--- src/rtl/lcd_write_sequencer.sv ---
// HD44780-style write sequencer: turns one LSU register write into RS/DATA setup, EN pulse,
// hold and execution wait, and reports busy/dropped/init_done. `LCD_INIT_EN adds a power-up init sequence.
module lcd_write_sequencer #(
    parameter int SETUP_CYC = 4,
    parameter int EN_CYC    = 25,
    parameter int HOLD_CYC  = 4,
    parameter int EXEC_CYC  = 2500,
    parameter int CLEAR_CYC = 82000,
    parameter int PWRUP_CYC = 2000000
) (
    input  logic        i_clk,
    input  logic        i_reset,
    input  logic        i_wr,
    input  logic [31:0] i_wdata,
    output logic [31:0] o_status,
    output logic        o_lcd_on,
    output logic        o_lcd_rs,
    output logic        o_lcd_rw,
    output logic        o_lcd_en,
    output logic [7:0]  o_lcd_data
);

    function automatic int max2(input int a, input int b);
        return (a > b) ? a : b;
    endfunction

    localparam int MAX_CYC = max2(max2(max2(SETUP_CYC, EN_CYC), max2(HOLD_CYC, EXEC_CYC)),
                                  max2(CLEAR_CYC, PWRUP_CYC));
    localparam int CNT_W   = $clog2(MAX_CYC + 1);

    typedef enum logic [2:0] {
        S_IDLE,
        S_SETUP,
        S_PULSE,
        S_HOLD,
        S_WAIT,
        S_INIT_PWR
    } state_t;

    state_t             state_q, state_d;
    logic [CNT_W-1:0]   cnt_q, cnt_d;
    logic               lcd_on_q, lcd_on_d;
    logic               rs_q, rs_d;
    logic [7:0]         data_q, data_d;
    logic               dropped_q, dropped_d;
    logic               init_done;
    logic               is_clear;
    logic               cnt_last;
    logic               unused_wdata;

    assign unused_wdata = ^{i_wdata[29:9]};

`ifdef LCD_INIT_EN
    logic               init_done_q, init_done_d;
    logic [1:0]         init_idx_q, init_idx_d;

    function automatic logic [7:0] init_byte(input logic [1:0] idx);
        case (idx)
            2'd0:    return 8'h38;
            2'd1:    return 8'h0C;
            2'd2:    return 8'h01;
            default: return 8'h06;
        endcase
    endfunction

    assign init_done = init_done_q;
`else
    assign init_done = 1'b1;
`endif

    // Clear/home commands need the long execution wait.
    assign is_clear = !rs_q && ((data_q == 8'h01) || (data_q == 8'h02));
    assign cnt_last = (cnt_q == CNT_W'(1));

    always_comb begin
        state_d   = state_q;
        cnt_d     = cnt_q;
        lcd_on_d  = lcd_on_q;
        rs_d      = rs_q;
        data_d    = data_q;
        dropped_d = dropped_q;
`ifdef LCD_INIT_EN
        init_done_d = init_done_q;
        init_idx_d  = init_idx_q;
`endif

        if (i_wr) begin
            lcd_on_d = i_wdata[31];
            if (i_wdata[30]) begin
                dropped_d = 1'b0;
            end else if (state_q != S_IDLE) begin
                dropped_d = 1'b1;
            end
        end

        case (state_q)
            S_IDLE: begin
                if (i_wr && !i_wdata[30]) begin
                    rs_d    = i_wdata[8];
                    data_d  = i_wdata[7:0];
                    state_d = S_SETUP;
                    cnt_d   = CNT_W'(SETUP_CYC);
                end
            end
            S_SETUP: begin
                if (cnt_last) begin
                    state_d = S_PULSE;
                    cnt_d   = CNT_W'(EN_CYC);
                end else begin
                    cnt_d = cnt_q - CNT_W'(1);
                end
            end
            S_PULSE: begin
                if (cnt_last) begin
                    state_d = S_HOLD;
                    cnt_d   = CNT_W'(HOLD_CYC);
                end else begin
                    cnt_d = cnt_q - CNT_W'(1);
                end
            end
            S_HOLD: begin
                if (cnt_last) begin
                    state_d = S_WAIT;
                    cnt_d   = is_clear ? CNT_W'(CLEAR_CYC) : CNT_W'(EXEC_CYC);
                end else begin
                    cnt_d = cnt_q - CNT_W'(1);
                end
            end
            S_WAIT: begin
                if (cnt_last) begin
                    state_d = S_IDLE;
                    cnt_d   = '0;
`ifdef LCD_INIT_EN
                    if (!init_done_q) begin
                        if (init_idx_q == 2'd3) begin
                            init_done_d = 1'b1;
                        end else begin
                            init_idx_d = init_idx_q + 2'd1;
                            rs_d       = 1'b0;
                            data_d     = init_byte(init_idx_q + 2'd1);
                            state_d    = S_SETUP;
                            cnt_d      = CNT_W'(SETUP_CYC);
                        end
                    end
`endif
                end else begin
                    cnt_d = cnt_q - CNT_W'(1);
                end
            end
`ifdef LCD_INIT_EN
            S_INIT_PWR: begin
                // Counter comes out of reset at zero, so the first cycle loads the delay.
                if (cnt_q == '0) begin
                    cnt_d = CNT_W'(PWRUP_CYC);
                end else if (cnt_last) begin
                    rs_d    = 1'b0;
                    data_d  = init_byte(2'd0);
                    state_d = S_SETUP;
                    cnt_d   = CNT_W'(SETUP_CYC);
                end else begin
                    cnt_d = cnt_q - CNT_W'(1);
                end
            end
`endif
            default: begin
                state_d = S_IDLE;
                cnt_d   = '0;
            end
        endcase
    end

    always_ff @(posedge i_clk or posedge i_reset) begin
        if (i_reset) begin
`ifdef LCD_INIT_EN
            state_q     <= S_INIT_PWR;
            init_done_q <= 1'b0;
            init_idx_q  <= 2'd0;
`else
            state_q     <= S_IDLE;
`endif
            cnt_q       <= '0;
            lcd_on_q    <= 1'b0;
            rs_q        <= 1'b0;
            data_q      <= 8'h00;
            dropped_q   <= 1'b0;
        end else begin
`ifdef LCD_INIT_EN
            init_done_q <= init_done_d;
            init_idx_q  <= init_idx_d;
`endif
            state_q     <= state_d;
            cnt_q       <= cnt_d;
            lcd_on_q    <= lcd_on_d;
            rs_q        <= rs_d;
            data_q      <= data_d;
            dropped_q   <= dropped_d;
        end
    end

    // EN decoded straight from state so an async reset drops it immediately.
    assign o_lcd_en   = (state_q == S_PULSE);
    assign o_lcd_rw   = 1'b0;
    assign o_lcd_on   = lcd_on_q;
    assign o_lcd_rs   = rs_q;
    assign o_lcd_data = data_q;
    assign o_status   = {29'b0, init_done, dropped_q, (state_q != S_IDLE)};

endmodule

--- config.mk ---
export PLATFORM = sky130hd
export DESIGN_NAME = lcd_write_sequencer
export DESIGN_NICKNAME = d
export VERILOG_FILES = /design/src/rtl/lcd_write_sequencer.sv
export SDC_FILE = /design/constraint.sdc
export NUM_CORES = 1
export LEC_CHECK = 0
export CORE_UTILIZATION = 41
export DETAILED_ROUTE_END_ITERATION = 16
export PLACE_DENSITY = 0.81
export REMOVE_ABC_BUFFERS = 1
export SKIP_CTS_REPAIR_TIMING = 1
export SLEW_MARGIN = 25
export SYNTH_ARGS = -nofsm -noshare
export SYNTH_HDL_FRONTEND = slang
export SYNTH_SLANG_ARGS = --single-unit
--- constraint.sdc ---
create_clock -name i_clk -period 2.27 [get_ports i_clk]
set_clock_uncertainty 0.15 [all_clocks]
set_input_delay 0.3405 -clock i_clk [delete_from_list [all_inputs] [get_ports i_clk]]
set_output_delay 0.3405 -clock i_clk [all_outputs]
set_load 0.005 [all_outputs]
==> flow_summary.json, run 1 <==
{
  "syn_area_per_cell_um2": 8.94,
  "multi_input_area_mm2": 0.00128,
  "placed_cell_area_mm2": 0.00267,
  "grtUsageTotal_pct": 17.6,
  "routed-via-count": 2006,
  "ant_nets": 0,
  "fmax_mhz": 448,
  "core_area_mm2": 0.00527,
  "hold_viol": 0,
  "grt-ovfl-total": 0,
  "min_period_ns": 2.23,
  "num_rows": 26,
  "h-tree-depth": 2,
  "clock_path_buffers": 2,
  "nets": 343,
  "required_ns": 2.28,
  "numPortBuffers": 26,
  "path_max_fanout": 5,
  "cts_root_buf": "clkbuf_8",
  "drtIter0Drc": 112,
  "dieArea_mm2": 0.00595,
  "status": "complete, no violations",
  "worst_setup_path_end_kind": "flop",
  "netlist_instances": 259,
  "irDropWorstVdd_v": 0.000453,
  "fill_cells": 483,
  "fin_total_pwr_w": 0.00224,
  "synth_flop_cell": "dfrtp_1",
  "period_share_pct": 98.4,
  "worst_setup_path_start_kind": "flop",
  "drc_errors": 0,
  "ys_warn_count": 0,
  "ios": 79,
  "p_leak_nw": 1.22,
  "rsz0062_at_grt": "true",
  "hp-class": "input port to asynchronous set/reset pin",
  "synth.distinct_cells": 48,
  "synth_edf_count": 0,
  "async_flop_share_pct": 100,
  "grt_pass1_wl_um": 8410,
  "seq_area_um2": 878,
  "wl_um": 5310,
  "via_per_inst": 5.32,
  "dp_hpwl_um": 3790,
  "wl_per_cell_um": 14.1,
  "tritoncts": "done",
  "diodes": 0,
  "ys_seq_area_share_pct": 37.8,
  "criticalPathCategory": "flop to flop",
  "ys_ff_latch": 35,
  "slew_violations": 0,
  "final_area_mm2": 0.00285,
  "relSlewSlack_pct": 66.1,
  "clkTransAtPathRegs_ns": 0.08,
  "power_density_mw_per_mm2": 787,
  "grt_pass1_vias": 1843,
  "tightest_slew_ns": 0.504,
  "drv_cap": 0,
  "drive_above_1_share_pct": 22.8,
  "setup.worst_path.start": "cnt_q[14]",
  "area_growth_syn_to_layout_pct": 22.9,
  "die_x_um": 77.2,
  "clock-sinks": 35,
  "place.gp.congestion": 0.856,
  "dr.pass1.iters": 4,
  "die_y_um": 77.2,
  "setup_viol": 0,
  "initial_core_util_pct": 43.9,
  "cts_buffers": 5,
  "clkLatencyLatePin_ns": 0.28,
  "r2r-start": "cnt_q[14]",
  "grt_start_max_net_pins": 36,
  "netlist_area_mm2": 0.00232,
  "antenna_found_initial": 0,
  "crit_arrival_ns": 2.24
}
sequential cells by signal, summed over array words and instances (netlist names):
register and count:
cnt_q 21, o_lcd_data 8, state_q 3, dropped_q 1, o_lcd_on 1, o_lcd_rs 1
cell families (layout without fill, tap and decap cells):
logic type | after synthesis | count (layout) | share of synthesized area, %
simple gates | 85 | 85 | 20.8
fa+ha+maj | 2 | 2 | 1.08
mux | 12 | 12 | 5.78
flops | 35 | 35 | 37.8
xor+xnor | 5 | 5 | 1.89
buf+inv | 52 | 71 | 14.2
other cells | 2 | 31 | 0.324
compound gates | 66 | 66 | 18.2
Yosys cell counts, drive strengths merged (3+ instances only):
| master | number | area, um^2 |
|---|---|---|
| clkbuf | 7 | 26.3 |
| mux2 | 11 | 124 |
| xor2 | 3 | 26.3 |
| dfrtp | 35 | 876 |
| o41ai | 4 | 35.0 |
| nor2 | 14 | 52.6 |
| nand3 | 8 | 40.0 |
| nor4 | 6 | 88.8 |
| or2 | 3 | 18.8 |
| or3 | 3 | 18.8 |
| buf | 37 | 272 |
| inv | 8 | 30.0 |
| nor3 | 12 | 70.1 |
| o21ai | 21 | 105 |
| a21oi | 18 | 93.8 |
| nand2 | 24 | 92.6 |
| o31ai | 6 | 45.0 |
| nor2b | 3 | 18.8 |
| nand4 | 7 | 43.8 |
metal layers:
| metal | part of all wire, % | global-route usage [%] | vias up |
|---|---|---|---|
| met1 | 42 | 21.4 | 947 |
| li1 | - | - | 959 |
| met5 | 0 | 0 | - |
| met2 | 51 | 31.2 | 94 |
| met3 | 6.4 | 4.17 | 6 |
| met4 | 0.70 | 4.15 | 0 |
per-stage QoR:
stage | cells | TNS, ns | hold WS (ns) | setup slack [ns] | utilization (%)
6_report | 377 | 0 | 0.300 | 0.0363 | 54.0
5_1_grt | 377 | -0.155 | 0.351 | -0.0627 | 54.0
3_5_place_dp | 365 | 0 | 0.326 | 0.00863 | 50.6
2_1_floorplan | 244 | -5.77 | 0.276 | -0.468 | -
4_1_cts | 373 | 0 | 0.317 | 0.00127 | 52.2
3_3_place_gp | 365 | 0 | 0.317 | 0.0854 | 50.6
worst paths after layout:
path                                    to  slack [ns]  cells after the start
min in group i_clk               cnt_q[20]        0.33                      1
worst min-delay path             cnt_q[14]        0.30                      3
worst max register to register   cnt_q[11]        0.04                      7
worst min register to register   cnt_q[20]        0.33                      1
max in group asynchronous       state_q[2]        1.33                      3
worst max-delay path             cnt_q[11]        0.04                      7
cells in the final DEF, fill, tap and decap left out, types with 3 or more instances in the layout:
master            n
nand2_1          22
nor3_1            9
inv_1             8
o31ai_1           4
o21ai_0          18
conb_1           31
nand3_1           8
buf_4            26
o21ai_1           3
a21oi_1          17
nor2_1           13
dfrtp_1          33
nor2b_1           3
xor2_1            3
clkdlybuf4s50_1  26
o41ai_1           4
clkbuf_8          5
nor3_2            3
nor4_4            3
mux2_2           11
nand4_1           7
cell type report:
type                    instances  share of cell area [%]
clock inverters                 2                   0.440
inverters                       8                    1.06
well taps                      70                    3.08
clock buffers                   6                    2.55
flip-flops and latches         35                    30.9
repair buffers                 55                    17.0
multi-input cells             201                    45.0
report_power, final:
| part | internal [W] | switching, W |
|---|---|---|
| registers | 0.000781 | 0.000207 |
| logic | 0.000427 | 0.000387 |
| clock network | 0.000214 | 0.000223 |
critical path, stage by stage, from the launching register on:
cell and delay (ns):
dfrtp_1 0.45, nor4_4 0.37, nand2_2 0.12, buf_4 0.18, o41ai_1 0.37, a21oi_1 0.19
a21oi_1 0.17, o21ai_0 0.11
No activity file was read; power rests on OpenSTA's default activity.
==> run 2, diff against run 1 <==
--- a/config.mk
+++ b/config.mk
@@ -5,9 +5,10 @@
 export SDC_FILE = /design/constraint.sdc
 export NUM_CORES = 1
 export LEC_CHECK = 0
-export CORE_UTILIZATION = 41
+export CORE_UTILIZATION = 55
 export DETAILED_ROUTE_END_ITERATION = 16
-export PLACE_DENSITY = 0.81
+export DONT_BUFFER_PORTS = 1
+export PLACE_DENSITY = 0.78
 export REMOVE_ABC_BUFFERS = 1
 export SKIP_CTS_REPAIR_TIMING = 1
 export SLEW_MARGIN = 25
==> run 2 against run 1 <==
Net effect:
- clock power rose by 29%
- cell count down 12%
- sequential cell count stayed put
- utilization rose by 9.6 points
- combinational power decreased by 14%
- die area fell by 25%
- wire length fell by 6.8%
- worst setup slack improved by 0.056 ns
==> flow_summary.json, run 2 (synthesized netlist as in run 1, its figures left out) <==
{
  "relSlewSlack_pct": 65.5,
  "hold_start": "i_wdata[8]",
  "intPower_w": 0.00145,
  "p_sw_w": 0.000817,
  "pwr-share-comb_pct": 30.8,
  "power_density_mw_per_mm2": 887,
  "dr_wl_met3_um": 346,
  "num_rows": 23,
  "drv_cap": 0,
  "clkLatencyLatePin_ns": 0.29,
  "via_per_inst": 5.75,
  "final_common_cell": "dfrtp_1",
  "slew_violations": 0,
  "place.gp.congestion": 0.894,
  "rsz0062_at_grt": "true",
  "hold_path_end": "o_lcd_rs",
  "min_period_ns": 2.18,
  "cts_buffers": 5,
  "hp-class": "input port to flop",
  "criticalPathCategory": "flop to flop",
  "worst_setup_path_start_kind": "flop",
  "tritoncts": "done",
  "grtUsageTotal_pct": 24.6,
  "final_cell_mix": "dfrtp_1 (35), conb_1 (31), buf_4 (26), nand2_1 (22), o21ai_0 (19)",
  "wl_met1_um": 2120,
  "top_layer": "met4",
  "cts_root_buf": "clkbuf_8",
  "die_x_um": 66.9,
  "routed-via-count": 1903,
  "fin_total_pwr_w": 0.00227,
  "worst_setup_path_end_kind": "flop",
  "wl_um": 4950,
  "ios": 79,
  "met2_length_um": 2400,
  "dr.pass1.iters": 4,
  "status": "complete, no violations",
  "nets": 317,
  "clock_path_buffers": 2,
  "regMostFlops": "cnt_q",
  "hold_path_depth": 1,
  "p_clk_share_pct": 24.7,
  "timing.critical_path.cells": "nor4_4, nand2_2, nor3_1, buf_4, mux2_2, a22oi_1, o21ai_0",
  "setup_viol": 0,
  "cp_slowest_cell": "dfrtp_1",
  "area_growth_syn_to_layout_pct": 10.6,
  "path_max_fanout": 5,
  "numPortBuffers": 0,
  "tightest_slew_ns": 0.514,
  "drive_above_1_share_pct": 22.1,
  "initial_core_util_pct": 57.5,
  "period_share_pct": 96.0,
  "grt_start_max_net_pins": 36,
  "die_y_um": 66.9,
  "switching_share_pct": 36.0,
  "wl_per_cell_um": 15.0,
  "ff2ff_setup_slack_ns": 0.09,
  "clkTransAtPathRegs_ns": 0.07,
  "dieArea_mm2": 0.00447,
  "grt_pass1_vias": 1798,
  "hold_viol": 0,
  "irDropWorstVdd_v": 0.000520,
  "ant_nets": 0,
  "cpPeakStageDelay_ns": 0.42,
  "drc_errors": 0,
  "fin_util_pct": 63.6,
  "antenna_found_initial": 0,
  "p_leak_nw": 1.13,
  "diodes": 0,
  "clock-sinks": 35,
  "r2r_cells": 7,
  "drtIter0Drc": 84,
  "dp_hpwl_um": 3570,
  "grt_pass1_wl_um": 8110,
  "required_ns": 2.28,
  "core_area_mm2": 0.00403,
  "crit_arrival_ns": 2.19,
  "h-tree-depth": 2,
  "p_seq_share_pct": 44.5,
  "fmax_mhz": 459,
  "fill_cells": 335,
  "largest_reg_flops": 21,
  "r2r_end": "cnt_q[6]",
  "r2r-start": "cnt_q[19]",
  "grt-ovfl-total": 0
}
==> run 2: changes by cell type in the layout (fill, tap and decap cells not counted), moves of 2 or more <==
| cell | before | now |
|---|---|---|
| dlygate4sd3_1 | 0 | 3 |
| dfrtp_1 | 33 | 35 |
| clkdlybuf4s50_1 | 26 | 0 |
| buf_6 | 2 | 0 |
| dfrtp_2 | 2 | 0 |
==> run 2: final cells by class <==
class                           instances  area [um^2]  area share [%]
Inverter                                8         30.0            1.17
Sequential cell                        35          876            34.2
Timing Repair Buffer                   29          225            8.79
Clock buffer                            5         68.8            2.69
Clock inverter                          3         43.8            1.71
Multi-Input combinational cell        201         1250            49.0
Tap cell                               50         62.6            2.44
==> run 2: worst max-delay path by stage <==
stage / from / to / slack [ns] / depth (start not counted)
after global routing: cnt_q[11] / cnt_q[6] / -0.01 / 7
after global placement: cnt_q[16] / cnt_q[0] / 0.07 / 6
after detailed placement: cnt_q[0] / cnt_q[6] / 0.008 / 8
final: cnt_q[19] / cnt_q[6] / 0.09 / 7
after CTS: cnt_q[0] / cnt_q[6] / -0.0003 / 8
after floorplan: cnt_q[10] / cnt_q[12] / -0.47 / 6
==> run 2: critical path, delay by kind of cell, from the launching register on <==
family | cells | cell delay (ns)
and+or+nand+nor | 3 | 0.76
DFF | 1 | 0.42
muxes | 1 | 0.32
AOI/OAI and AO/OA | 2 | 0.24
buffers and inverters | 1 | 0.16
==> run 2: per-stage QoR <==
stage / setup TNS (ns) / instances / instance area (um^2) / worst slack [ns] / hold slack [ns]
6_report: 0 / 331 / 2560 / 0.0918 / 0.0446
3_5_place_dp: 0 / 320 / 2390 / 0.00829 / 0.207
3_3_place_gp: 0 / 320 / 2390 / 0.0656 / 0.207
5_1_grt: -0.0115 / 331 / 2560 / -0.0115 / 0.0354
2_1_floorplan: -5.77 / 244 / 2130 / -0.468 / 0.276
4_1_cts: -0.000341 / 328 / 2500 / -0.000341 / -0.106
==> run 2: power by group through the flow <==
stage                     Clock, W  Sequential [W]  Combinational, W
after floorplan                  0        0.000980          0.000430
after global placement           0        0.000987          0.000638
after detailed placement         0        0.000996          0.000665
after CTS                 0.000573        0.000985          0.000669
after global routing      0.000598         0.00103          0.000779
final                     0.000562         0.00101          0.000699
==> run 2: routing by layer <==
layer,global-route usage [%],up-vias
li1,-,912
met1,30.5,902
met2,40.8,79
met3,5.82,10
met4,10.1,0
met5,0,-
